[src/rtl/cnn_layer_sequencer.sv]
// Step controller for the shared CONV/POOL/FLATTEN engine: runs five jobs in order,
// routes the engine's result-memory strobes to the right bank and flags protocol errors.
module cnn_layer_sequencer #(
    parameter int CONV_WORDS = 4096,
    parameter int POOL_WORDS = 1024,
    parameter int FLAT_WORDS = 2048,
    parameter int TIMEOUT    = 200000
) (
    input  logic       clk,
    input  logic       reset,
    input  logic       ready,
    output logic       busy,
    output logic       eng_start,
    output logic [1:0] eng_mode,
    output logic       eng_ksel,
    input  logic       eng_done,
    input  logic       eng_rd,
    input  logic       eng_wr,
    input  logic       eng_src,
    output logic       crd,
    output logic       cwr,
    output logic [2:0] csel,
    output logic       err,
    output logic [1:0] err_code
);

    localparam int TW = ($clog2(TIMEOUT + 1) > 18) ? $clog2(TIMEOUT + 1) : 18;

    localparam logic [12:0] CONV_EXP = 13'(CONV_WORDS);
    localparam logic [12:0] POOL_EXP = 13'(POOL_WORDS);
    localparam logic [12:0] FLAT_EXP = 13'(FLAT_WORDS);
    localparam logic [TW-1:0] TMO_LAST = TW'(TIMEOUT - 1);

    localparam logic [2:0] SEL_NONE = 3'b000;
    localparam logic [2:0] SEL_L0K0 = 3'b001;
    localparam logic [2:0] SEL_L0K1 = 3'b010;
    localparam logic [2:0] SEL_L1K0 = 3'b011;
    localparam logic [2:0] SEL_L1K1 = 3'b100;
    localparam logic [2:0] SEL_L2   = 3'b101;

    localparam logic [1:0] CODE_COUNT   = 2'b01;
    localparam logic [1:0] CODE_TIMEOUT = 2'b10;
    localparam logic [1:0] CODE_COLLIDE = 2'b11;

    typedef enum logic [1:0] {IDLE, START, RUN, ERR} state_t;

    state_t        state, state_nxt;
    logic [2:0]    job, job_nxt;
    logic [12:0]   wcnt, wcnt_nxt, wcnt_inc;
    logic [TW-1:0] tcnt, tcnt_nxt;
    logic [1:0]    code, code_nxt;
    logic [1:0]    mode;
    logic          ksel;
    logic [12:0]   expected;
    logic          collide;
    logic          gate;

    always_comb begin
        case (job)
            3'd0:    begin mode = 2'd0; ksel = 1'b0; end
            3'd1:    begin mode = 2'd0; ksel = 1'b1; end
            3'd2:    begin mode = 2'd1; ksel = 1'b0; end
            3'd3:    begin mode = 2'd1; ksel = 1'b1; end
            default: begin mode = 2'd2; ksel = 1'b0; end
        endcase
        case (mode)
            2'd0:    expected = CONV_EXP;
            2'd1:    expected = POOL_EXP;
            default: expected = FLAT_EXP;
        endcase
    end

    // A simultaneous read and write is blocked in the same cycle it appears.
    assign collide = (state == RUN) && eng_rd && eng_wr;
    assign gate    = (state == RUN) && !collide;
    assign crd     = gate && eng_rd;
    assign cwr     = gate && eng_wr;

    always_comb begin
        csel = SEL_NONE;
        if (gate && eng_wr) begin
            case (mode)
                2'd0:    csel = ksel ? SEL_L0K1 : SEL_L0K0;
                2'd1:    csel = ksel ? SEL_L1K1 : SEL_L1K0;
                default: csel = SEL_L2;
            endcase
        end else if (gate && eng_rd) begin
            case (mode)
                2'd0:    csel = SEL_NONE;
                2'd1:    csel = ksel ? SEL_L0K1 : SEL_L0K0;
                default: csel = eng_src ? SEL_L1K1 : SEL_L1K0;
            endcase
        end
    end

    assign wcnt_inc = (cwr && wcnt != 13'h1fff) ? wcnt + 13'd1 : wcnt;

    // NOTE: every output of this block gets a default first so no path leaves a latch.
    always_comb begin
        state_nxt = state;
        job_nxt   = job;
        wcnt_nxt  = wcnt;
        tcnt_nxt  = tcnt;
        code_nxt  = code;
        eng_start = 1'b0;
        case (state)
            IDLE: begin
                if (ready) begin
                    state_nxt = START;
                    job_nxt   = 3'd0;
                end
            end
            START: begin
                eng_start = 1'b1;
                wcnt_nxt  = '0;
                tcnt_nxt  = '0;
                state_nxt = RUN;
            end
            RUN: begin
                wcnt_nxt = wcnt_inc;
                tcnt_nxt = tcnt + TW'(1);
                if (collide) begin
                    state_nxt = ERR;
                    code_nxt  = CODE_COLLIDE;
                end else if (eng_done) begin
                    if (wcnt_inc != expected) begin
                        state_nxt = ERR;
                        code_nxt  = CODE_COUNT;
                    end else if (job == 3'd4) begin
                        state_nxt = IDLE;
                        job_nxt   = 3'd0;
                    end else begin
                        state_nxt = START;
                        job_nxt   = job + 3'd1;
                    end
                end else if (tcnt == TMO_LAST) begin
                    state_nxt = ERR;
                    code_nxt  = CODE_TIMEOUT;
                end
            end
            default: ;
        endcase
    end

    // NOTE: state registers use non-blocking assignments so every flop samples pre-edge values.
    always_ff @(posedge clk or posedge reset) begin
        if (reset) begin
            state <= IDLE;
            job   <= '0;
            wcnt  <= '0;
            tcnt  <= '0;
            code  <= '0;
        end else begin
            state <= state_nxt;
            job   <= job_nxt;
            wcnt  <= wcnt_nxt;
            tcnt  <= tcnt_nxt;
            code  <= code_nxt;
        end
    end

    assign busy     = (state == START) || (state == RUN);
    assign eng_mode = busy ? mode : 2'd0;
    assign eng_ksel = busy && ksel;
    assign err      = (state == ERR);
    assign err_code = code;

endmodule
[config.mk]
export PLATFORM = sky130hd
export DESIGN_NAME = cnn_layer_sequencer
export DESIGN_NICKNAME = d
export VERILOG_FILES = /design/src/rtl/cnn_layer_sequencer.sv
export SDC_FILE = /design/constraint.sdc
export NUM_CORES = 1
export LEC_CHECK = 0
export BUFFER_PORTS_ARGS = -buffer_cell sky130_fd_sc_hd__buf_4
export CELL_PAD_IN_SITES_DETAIL_PLACEMENT = 1
export CELL_PAD_IN_SITES_GLOBAL_PLACEMENT = 1
export CORE_MARGIN = 2
export CORE_UTILIZATION = 49
export CTS_CLUSTER_SIZE = 14
export DETAILED_ROUTE_END_ITERATION = 10
export PLACE_DENSITY = 0.95
export SLEW_MARGIN = 0
export SYNTH_ARGS = -nofsm -noshare
export SYNTH_HDL_FRONTEND = slang
export SYNTH_SLANG_ARGS = --single-unit
export TNS_END_PERCENT = 100
[constraint.sdc]
create_clock -name clk -period 6.2 [get_ports clk]
set_input_delay 0 -clock clk [delete_from_list [all_inputs] [get_ports clk]]
set_output_delay 0 -clock clk [all_outputs]
set_load 0.02 [all_outputs]
Word-level counts from Yosys, hierarchy flattened
Index checks and enable logic that the tools add are counted.
Word-level totals
  bits in registers: 38
  input port bits: 7
  output and inout bits: 13
Cells by class
  add/subtract/negate cells: 3
  equality and inequality tests: 17
  multiplexer cells: 32
  reductions and logical operators: 22
Operators with widths (number)
  case mux 13 bit (2 select lines): 2
  case mux 18 bit (2 select lines): 1
  2-to-1 mux 3 bit: 9
  2-to-1 mux 2 bit: 11
  adder 18 x 1 -> 18 bit (second input constant): 1
  equality test 18 bit (second input constant): 1
  case mux 3 bit (2 select lines): 3
  adder 13 x 1 -> 13 bit (second input constant): 1
  2-to-1 mux 13 bit: 1
  != test 13 bit: 1
  != test 13 bit (second input constant): 1
  != test 2 bit (second input constant): 4
  logical AND 1 bit: 7
  equality test 3 x 2 -> 1 bit (second input constant): 2
  case mux 2 bit (3 select lines): 1
  AND reduction 3 bit: 2
  nonzero test 3 bit: 2
  OR reduction 2 bit: 3
  AND reduction 5 bit: 1
  equality test 2 x 1 -> 1 bit (second input constant): 2
  equality test 2 bit (second input constant): 2
  logical NOT 2 bit: 2
  != test 4 x 3 -> 1 bit (second input constant): 1
  case mux 2 bit (2 select lines): 1
  other kinds (9): 12

Logic depth before layout (Yosys ltp)
  depth in word-level cells: 13
  depth in mapped cells: 11

Worst setup path before layout
Ideal clock, no wire load.
  path type: reg-to-reg
  start: register state[0]
  end: register state[0]
  setup time: 127 ps
  arrival time: 2349 ps
  required time: 6073 ps
  setup slack: 3724 ps
  cell stages (with the launch flop): 12
  path buffers: 1
  clock period less this slack: 2476 ps
  path through: dfrtp_1 inv_1 ha_1 buf_2 nand3b_2 inv_2 a31oi_1 nor3b_1 a2111o_1 nor4_4 and3_4 a31oi_1
Between the ends
  longest elaborated chain between the ends: 13
  elaborated cells between the ends (all ways): 19
RTL lines
  start, declared: line 47  | state_t state, state_nxt;
  start signal, assigned: line 154  | state <= state_nxt;
  equality test 2 bit *: line 74, 75
  logical AND 1 bit (2 in series): line 74  | assign collide = (state == RUN) && eng_rd && eng_wr;
  logical NOT 1 bit: line 75  | assign gate = (state == RUN) && !collide;
  logical AND 1 bit *: line 75
  logical AND 1 bit *: line 77  | assign cwr = gate && eng_wr;
  net cwr: line 21  | output logic cwr,
  logical AND 1 bit *: line 96  | assign wcnt_inc = (cwr && wcnt != 13'h1fff) ? wcnt + 13'd1 : wcnt;
  2-to-1 mux 13 bit *: line 96
  != test 13 bit *: line 126  | if (wcnt_inc != expected) begin
  2-to-1 mux 2 bit *: line 126
  2-to-1 mux 2 bit *: line 125  | end else if (eng_done) begin
  2-to-1 mux 2 bit *: line 122  | if (collide) begin
  case mux 2 bit (3 select lines) *: line 106  | case (state)
Mark *: on every way through the listed nets, which the timed path passes. The rest lies on a longest branch.
A chain may end at the register's enable or synchronous reset.

Final worst setup path
  start: register state[0]
  end: register job[1]
Between the ends
  longest elaborated chain between the ends: 11
  elaborated cells between the ends (all ways): 17
RTL lines
  equality test 2 bit: line 74, 75, 106
  logical AND 1 bit (2 in series): line 74
  logical NOT 1 bit: line 75
  logical AND 1 bit: line 75
  logical AND 1 bit: line 77
  logical AND 1 bit: line 96
  2-to-1 mux 13 bit: line 96
  != test 13 bit: line 126
  != test 2 bit (no source line)
  AND reduction 5 bit (no source line)
  end signal, assigned: line 155  | job <= job_nxt;
  end, declared: line 48  | logic [2:0] job, job_nxt;
Parallel ways exist; a longest one is shown, timed or not.

==> flow_summary.toml <==
[synthesis]
synthCells = 328
avgSynthCellArea_um2 = 8.29
ys_seq_area_share_pct = 35.0
netlist_area_mm2 = 0.00272
yosysTopAreaCell = "dfrtp_1"
synth_edf_count = 0
synth.top_cells.by_area = "dfrtp_1 (35%), nand2_1 (8.7%), ha_1 (5.1%), o21ai_0 (4.4%), o31ai_1 (3.6%)"
netlist_top_cells_count = "nand2_1 (63), dfrtp_1 (38), nor2_1 (24), o21ai_0 (24), inv_1 (16)"
synth_top_area_share_pct = 35.0
synth_cell_types = 55
ys_warn_count = 0
synth-main-ff-cell = "dfrtp_1"
synthArstFlopShare_pct = 100
synth_most_common_cell = "nand2_1"
ys_ff_latch = 38
synth_fp_nets = 346

[detailed_routing]
ant_nets = 0
drt_drc_violations_left = 0
finalWirelength_um = 7650
dr.first_iter.drc_count = 177
avgViaCountPerCell = 6.05
drt_pass1_iterations = 4
dr_total_vias = 2512
wl_per_cell_um = 18.4

[global_routing]
grt.busiest_layer = "met2"
grtUsageMet2_pct = 46.5
track_usage_pct = 26.4
grt_pass1_wl_um = 12800
antenna_found_initial = 0
grt_overflow = 0
grt_pass1_vias = 2624
grt_max_degree = 39
grt_use_met3_pct = 4.94
grt.met1_usage_pct = 32.5

[die]
start_util_pct = 50.0
design.core.area_mm2 = 0.00544
row_count = 27
dieWidth_um = 78.5
die_y_um = 78.5
ios = 20
dieArea_mm2 = 0.00616

[cts]
cts_root_buffer = "clkbuf_8"
clkTransAtPathRegs_ps = 80
cts_resized = 0
cts_made_buffers = 5
ctsHoldBuffers = 1
cts_setup_buffers = 0
cts_max_level = 2
insertion_delay_ps = 300
clock_path_buffers = 2
clock_sinks = 38
cts_tree = "yes"

[worst_setup_path]
cp.required_ps = 6370
start_kind = "register"
critPathKind = "reg2reg"
critPathMaxStageDelay_ps = 590
critPathCaptureType = "register"
worstPathArrival_ps = 3270
path_max_fanout = 25
path_buf_inv = 2
crit_slowest_cell = "nor3_1"
critPathTopFamily = "simple AND/OR/NAND/NOR gates"
cp_cell_sequence = "inv_1 -> ha_1 -> buf_4 -> nand3b_2 -> nor3_1 -> a31oi_1 -> o22a_1 -> a21oi_1 -> and3_4 -> o31ai_1"

[sta]
rsz0062_at_grt = "false"
slew_headroom_pct = 55.2
fmax_mhz = 322
maxSlewViolCount = 0
setup_viol = 0
setup_tns_ps = 0
worst_slack_ps = 3100
report.final.hold_viol_count = 0
worstMarginPinSlew_ps = 671
finalCritPeriodShare_pct = 50.0
period_minus_slack_ps = 3100
skew_ps = 6.47
hold-worst-slack_ps = 69.6

[power]
max-vdd-ir-drop_mv = 0.106
p_seq_share_pct = 52.4
power_leakage_uw = 0.00123
power_density_mw_per_mm2 = 157
pwr-share-clk_pct = 45.0
p_switching_uw = 100
swShare_pct = 21.2
combPwrFrac_pct = 2.6
internal_power_uw = 372

[layout]
design_area_mm2 = 0.00301
final_nets = 360
drive_above_1_share_pct = 12.0
area_growth_pct = 10.9
antenna_cells = 0

[status]
status = "finished clean"

[place]
port_buffers = 19
place_congestion = 0.874
dp_hpwl_um = 5470
dp_slack_ps = 3220
placed_area_mm2 = 0.00290

[job]
max-cap-violations = 0

[min_path]
hold_path_class = "in2reg"
## logic make-up (layout without fill, tap and decap cells)
family | count (synthesis) | count (layout) | synth area share [%]
compound gates | 79 | 79 | 19.1
buf+inv | 33 | 48 | 5.16
simple gates | 151 | 151 | 30.2
flops | 38 | 38 | 35.0
xor+xnor | 12 | 12 | 3.87
mux | 4 | 4 | 1.57
fa+ha+maj | 11 | 11 | 5.06
## registers in the layout, indices dropped and copies added, names as in the netlist
register	flops
wcnt	13
state	2
job	3
err_code	2
tcnt	18
## layout make-up
type,count,area (um2)
flip-flops and latches,38,951
fillers,654,2430
well taps,72,90.1
inverters,17,63.8
clock buffers,7,76.3
multi-input cells,257,1630
repair buffers,23,175
clock inverters,1,30.0
## worst paths after layout
check                          from           to  slack [ps]  depth (start not counted)
max                        state[0]       job[1]        3100                         10
min                        eng_done  err_code[1]          70                          4
max reg2reg                state[0]       job[1]        3100                         10
min reg2reg                 tcnt[0]      tcnt[0]         530                          1
max in group asynchronous     reset      tcnt[0]        5470                          4
min in group asynchronous     reset       job[1]         380                          4
## cell usage in the layout, fill, tap and decap left out, types with 6 or more instances in the layout
cell type / synthesis / routed
xor2_1: 6 / 6
dfrtp_1: 38 / 38
inv_1: 16 / 16
o21ai_0: 24 / 24
nand3_1: 12 / 12
a21oi_1: 12 / 12
nor3_1: 6 / 6
ha_1: 11 / 11
a31oi_1: 7 / 7
xnor2_1: 6 / 6
nor2_1: 24 / 24
nand2_1: 63 / 63
o31ai_1: 13 / 13
buf_4: 4 / 22
## power groups by stage
| stage | clock [uW] | sequential, uW | combinational, uW |
|---|---|---|---|
| floorplan | 0 | 253 | 5.32 |
| finish | 213 | 248 | 12.5 |
| global placement | 0 | 253 | 11.9 |
| detailed placement | 0 | 253 | 12.1 |
| global route | 225 | 248 | 14.1 |
| CTS | 215 | 248 | 12.8 |
## per-stage QoR
stage / utilization, % / instances / total power, uW
6_report: 55.4 / 415 / 473
5_1_grt: 55.4 / 415 / 487
4_1_cts: 55.4 / 415 / 475
3_5_place_dp: 53.3 / 406 / 265
3_3_place_gp: 53.3 / 406 / 264
2_1_floorplan: - / 328 / 258
## worst reg2reg max path, delay by kind of cell (launching register included)
family,cells,cell delay (ps)
AND/OR/NAND/NOR,3,1170
AO/OA/AOI/OAI,4,840
flip-flops,1,420
buffers and inverters,2,380
adder cells (fa/ha/maj),1,160
## layer usage
layer	wire, um	part of all wire, %
met5	0	0
met3	299	3.9
met2	3870	51
met1	3330	44
met4	155	2.0
Power figures use the tool's default switching activity.
